==> config.mk <==
export PLATFORM = sky130hd
export DESIGN_NAME = mips_mc_control
export DESIGN_NICKNAME = d
export VERILOG_FILES = /design/src/rtl/mips_mc_control.sv
export SDC_FILE = /design/constraint.sdc
export NUM_CORES = 1
export LEC_CHECK = 0
export CAP_MARGIN = 20
export CELL_PAD_IN_SITES_DETAIL_PLACEMENT = 1
export CELL_PAD_IN_SITES_GLOBAL_PLACEMENT = 1
export CORE_AREA = 2 2 52 54
export CTS_BUF_LIST = sky130_fd_sc_hd__clkbuf_8
export DETAILED_ROUTE_END_ITERATION = 12
export DIE_AREA = 0 0 54 56
export PLACE_DENSITY_LB_ADDON = 0.1
export SYNTH_ARGS = -nofsm -noshare
export SYNTH_HDL_FRONTEND = slang
export SYNTH_SLANG_ARGS = --single-unit
export TNS_END_PERCENT = 1
==> constraint.sdc <==
create_clock -name clk -period 1.4 [get_ports clk]
set_input_delay 0.42 -clock clk [delete_from_list [all_inputs] [get_ports clk]]
set_output_delay 0.42 -clock clk [all_outputs]
set_load 0.02 [all_outputs]
==> src/rtl/mips_mc_control.sv <==
// Multicycle MIPS main control FSM: sequences each instruction through fetch, decode,
// execute, memory and writeback, and decodes the datapath strobes from the current state.
module mips_mc_control #(
  parameter int MEM_WAIT = 1
) (
  input  logic       clk,
  input  logic       rst,
  input  logic [5:0] opcode,
  input  logic       mem_ready,
  output logic       pc_write,
  output logic       pc_write_cond,
  output logic       iord,
  output logic       mem_read,
  output logic       mem_write,
  output logic       ir_write,
  output logic       mem_to_reg,
  output logic       reg_dst,
  output logic       reg_write,
  output logic       alu_src_a,
  output logic [1:0] alu_src_b,
  output logic [1:0] alu_op,
  output logic [1:0] pc_source,
  output logic       illegal_op,
  output logic [3:0] state_o
);

  typedef enum logic [3:0] {
    FETCH  = 4'd0,
    DECODE = 4'd1,
    MEMADR = 4'd2,
    MEMRD  = 4'd3,
    MEMWB  = 4'd4,
    MEMWR  = 4'd5,
    EXEC   = 4'd6,
    ALUWB  = 4'd7,
    BRANCH = 4'd8,
    ADDIEX = 4'd9,
    ADDIWB = 4'd10,
    JUMP   = 4'd11
  } state_t;

  localparam logic [5:0] OP_RTYPE = 6'b000000;
  localparam logic [5:0] OP_LW    = 6'b100011;
  localparam logic [5:0] OP_SW    = 6'b101011;
  localparam logic [5:0] OP_BEQ   = 6'b000100;
  localparam logic [5:0] OP_ADDI  = 6'b001000;
  localparam logic [5:0] OP_J     = 6'b000010;

  state_t state;
  state_t state_next;
  logic   rdy;
  logic   illegal_q;
  logic   decode_illegal;

  // With MEM_WAIT=0 the memory is assumed single-cycle and mem_ready is ignored.
  assign rdy = (MEM_WAIT != 0) ? mem_ready : 1'b1;

  assign decode_illegal = (state == DECODE) &&
                          (opcode != OP_RTYPE) && (opcode != OP_LW) && (opcode != OP_SW) &&
                          (opcode != OP_BEQ) && (opcode != OP_ADDI) && (opcode != OP_J);

  always_ff @(posedge clk) begin
    if (rst) begin
      state     <= FETCH;
      illegal_q <= 1'b0;
    end else begin
      state     <= state_next;
      illegal_q <= decode_illegal;
    end
  end

  always_comb begin
    state_next = FETCH;
    case (state)
      FETCH:  state_next = rdy ? DECODE : FETCH;
      DECODE: begin
        case (opcode)
          OP_RTYPE:      state_next = EXEC;
          OP_LW, OP_SW:  state_next = MEMADR;
          OP_BEQ:        state_next = BRANCH;
          OP_ADDI:       state_next = ADDIEX;
          OP_J:          state_next = JUMP;
          default:       state_next = FETCH;
        endcase
      end
      MEMADR: begin
        if (opcode == OP_LW)      state_next = MEMRD;
        else if (opcode == OP_SW) state_next = MEMWR;
        else                      state_next = FETCH;
      end
      MEMRD:  state_next = rdy ? MEMWB : MEMRD;
      MEMWR:  state_next = rdy ? FETCH : MEMWR;
      EXEC:   state_next = ALUWB;
      ADDIEX: state_next = ADDIWB;
      default: state_next = FETCH;
    endcase
  end

  // Strobes are held low throughout reset so an aborted instruction cannot write anything.
  always_comb begin
    pc_write      = 1'b0;
    pc_write_cond = 1'b0;
    iord          = 1'b0;
    mem_read      = 1'b0;
    mem_write     = 1'b0;
    ir_write      = 1'b0;
    mem_to_reg    = 1'b0;
    reg_dst       = 1'b0;
    reg_write     = 1'b0;
    alu_src_a     = 1'b0;
    alu_src_b     = 2'b00;
    alu_op        = 2'b00;
    pc_source     = 2'b00;
    illegal_op    = 1'b0;
    if (!rst) begin
      illegal_op = illegal_q;
      case (state)
        FETCH: begin
          mem_read  = 1'b1;
          alu_src_b = 2'b01;
          ir_write  = rdy;
          pc_write  = rdy;
        end
        DECODE: alu_src_b = 2'b11;
        MEMADR, ADDIEX: begin
          alu_src_a = 1'b1;
          alu_src_b = 2'b10;
        end
        MEMRD: begin
          mem_read = 1'b1;
          iord     = 1'b1;
        end
        MEMWR: begin
          mem_write = 1'b1;
          iord      = 1'b1;
        end
        MEMWB: begin
          reg_write  = 1'b1;
          mem_to_reg = 1'b1;
        end
        EXEC: begin
          alu_src_a = 1'b1;
          alu_op    = 2'b10;
        end
        ALUWB: begin
          reg_write = 1'b1;
          reg_dst   = 1'b1;
        end
        ADDIWB: reg_write = 1'b1;
        BRANCH: begin
          alu_src_a     = 1'b1;
          alu_op        = 2'b01;
          pc_write_cond = 1'b1;
          pc_source     = 2'b01;
        end
        JUMP: begin
          pc_write  = 1'b1;
          pc_source = 2'b10;
        end
        default: ;
      endcase
    end
  end

  assign state_o = state;

endmodule

==> flow_metrics.py <==
metrics = {
    "layout": {
        "multiInputGateArea_um2": 571.8,
        "stdcell_count": 172,
        "seqCellArea_um2": 115.1,
        "fin_nets": 152,
        "drive_gt1_frac": 0.7113,
        "final_area_mm2": 0.001319,
        "syn_to_final_growth_pct": 132.7,
        "num_antenna_cells": 0,
        "fillers": 285,
    },
    "logic_synthesis": {
        "synth_commonest_cells": "nor2_1, nor3_1, dfxtp_1",
        "syn-cell-area_um2": 566.8,
        "async_flop_share": 0,
        "syn_avg_cell_area_um2": 7.175,
        "yosysTopAreaCell": "dfxtp_1",
        "ys_seq_area_frac": 0.1766,
        "syn_inst": 79,
        "synth-simple-area-share": 0.4349,
        "synth_edf_count": 0,
        "synth.distinct_cells": 36,
        "synth_mux_area_frac": 0,
        "synth_fa_ha_area_frac": 0,
        "synth.area.top_cells": "dfxtp_1, buf_6, nor3_1, nor2_1, nand3_1",
        "synth-main-ff-cell": "dfxtp_1",
        "synth_seq_cells": 5,
        "syn-num-nets": 88,
        "ys.warnings.count": 0,
        "synth_top_family_by_area": "simple AND/OR/NAND/NOR gates",
        "synth_top_cell_area_share": 0.1766,
        "synth_xor_area_frac": 0.03091,
        "synth_compound_area_frac": 0.2384,
    },
    "worst_setup_path": {
        "endpoint_kind": "output pin",
        "crit_fanout": 8,
        "cp.required_ns": 0.98,
        "timing.rr.start": "state_o[0]",
        "reg2reg_to": "state_o[0]",
        "path_class": "flip-flop to output pin",
        "crit_end": "mem_to_reg",
        "worstSetupStartpointType": "flip-flop",
        "setup.worst_path.start": "state_o[3]",
        "path_cells": "buf_4, and2b_2, and2_1, buf_2",
        "r2r_setup_slack_ns": -0.14,
        "crit_slowest_cell": "dfxtp_4",
        "ff2ff_path_depth": 5,
        "critPathArrivalTime_ns": 1.26,
        "slowest_delay_ns": 0.39,
    },
    "detailed_routing": {
        "vias": 850,
        "drc": 0,
        "drtAntennaViolNets": 0,
        "avgRoutedWirePerCell_um": 14.60,
        "drt-pass1-iter-count": 4,
        "drt_iter0_drc": 7,
        "drt-vias-per-instance": 4.942,
        "routed_wl_um": 2512,
    },
    "power": {
        "power_leakage_nw": 0.5391,
        "total_power_mw": 0.6238,
        "vdd.ir_drop.worst_uv": 408.5,
        "powerDensity_mw_per_mm2": 473.0,
    },
    "timing": {
        "hold_viol_final": 0,
        "clock.fmax_ghz": 0.5956,
        "max_slew_margin": 0.8012,
        "slew_viol_final": 0,
        "worst_pin_slew_ns": 0.2974,
        "rsz0062_at_grt": "yes",
        "setup_tns_ns": -4.021,
        "finalCritPeriodShare": 1.199,
        "post-route-min-period_ns": 1.679,
        "setup_viol": 21,
        "skew_ns": 0.001747,
        "fin_ws_ns": -0.2789,
    },
    "global_routing": {
        "grt.total_usage": 0.1771,
        "antenna_found_initial": 0,
        "gr-total-overflow": 0,
        "grt_pass1_vias": 879,
        "grt_pass1_wl_um": 4022,
        "grt_start_max_net_pins": 9,
    },
    "place": {
        "dpl-instance-area_mm2": 0.001175,
        "hpwl_um": 2044,
        "gp_congestion": 0.7580,
        "numPortBuffers": 29,
        "dp.cells": 165,
    },
    "floorplan": {
        "rows": 18,
        "die_h_um": 56,
        "die_area_mm2": 0.003024,
        "core_area_mm2": 0.002432,
        "die_x_um": 54,
        "initial_core_util": 0.2330,
        "io_pins": 30,
    },
    "outcome": {
        "violations": "negative setup slack",
        "run_status": "finished with violations",
    },
    "clocking": {
        "cts_tree": "built",
        "clk_pin_slew_ns": 0.04,
        "cts.sink_count": 5,
        "clk_path_buf_depth": 2,
        "cts_buffers": 3,
        "htree_levels": 1,
        "clk_latency_ns": 0.22,
        "cts_hold_buffers": 0,
        "clock-root-buffer": "clkbuf_8",
    },
    "run": {
        "drv_cap": 0,
    },
    "hold_path": {
        "hp-class": "flip-flop to flip-flop",
    },
}
registers in the layout, summed over array words and instances (netlist names):
signal and flops:
illegal_q 1, state_o 4
how the worst min path moves through the flow:
stage / start / to / slack [ns] / cells after the start
floorplan: state_o[0] / state_o[2] / 0.53 / 2
global placement: state_o[2] / state_o[3] / 0.60 / 2
detailed placement: state_o[2] / state_o[3] / 0.60 / 2
CTS: state_o[2] / state_o[3] / 0.58 / 2
global route: state_o[2] / state_o[3] / 0.61 / 2
finish: state_o[2] / state_o[3] / 0.57 / 2
metal layers:
layer | up-vias | part of all wire | track usage
met3 | 4 | 0.027 | 0.02688
met5 | - | 0 | 0
li1 | 418 | - | -
met1 | 408 | 0.40 | 0.2023
met2 | 20 | 0.56 | 0.3275
met4 | 0 | 0.013 | 0.04286
area by class of cell:
cell class                 instances  area share
inverter                           2    0.005693
tap                               30     0.02846
sequential                         5     0.08729
clock buffer                       3     0.03131
timing repair buffer              66      0.4099
clock inverter                     1    0.003795
multi-input combinational         65      0.4336
placed cells by master, fill, tap and decap left out, drive strengths merged, types with 4 or more instances in the layout:
cell / netlist / routed
buf: 5 / 60
nor2: 8 / 8
dfxtp: 5 / 5
nor3: 8 / 8
nand3: 4 / 4
report_power, final:
group          total (mW)  switching [mW]  leakage (nW)  internal, mW
logic               0.213           0.100         0.470         0.113
clock network       0.263          0.0722        0.0255         0.191
registers           0.147         0.00616        0.0437         0.141
kinds of logic (layout without fill, tap and decap cells):
kind of cell              after synthesis  after routing
DFF                                     5              5
buffers and inverters                   9             72
AOI/OAI and AO/OA                      19             19
xor gates and xnor gates                2              2
and+or+nand+nor                        44             44
critical path: cells and delay by family, from the launching register on:
family                 cells  cell delay [ns]
flip-flops                 1             0.39
buffers and inverters      2             0.28
AND/OR/NAND/NOR            2             0.37
stage by stage:
step	util	hold WS (ns)	worst slack (ns)
finish	0.5422	0.5709	-0.2789
detailed placement	0.4830	0.6033	-1.067
global placement	0.4830	0.6014	-1.016
global route	0.5422	0.6096	-0.3390
floorplan	-	0.5345	-0.1279
CTS	0.5273	0.5771	-0.2931
what timing repair did:
| item | CTS | global route |
|---|---|---|
| resized for setup | 140 | 13 |
| setup buffers | 3 | 0 |
| pin swaps | 11 | 3 |
| endpoints found under the setup margin | 26 | 25 |
No activity file was read; power rests on OpenSTA's default activity.
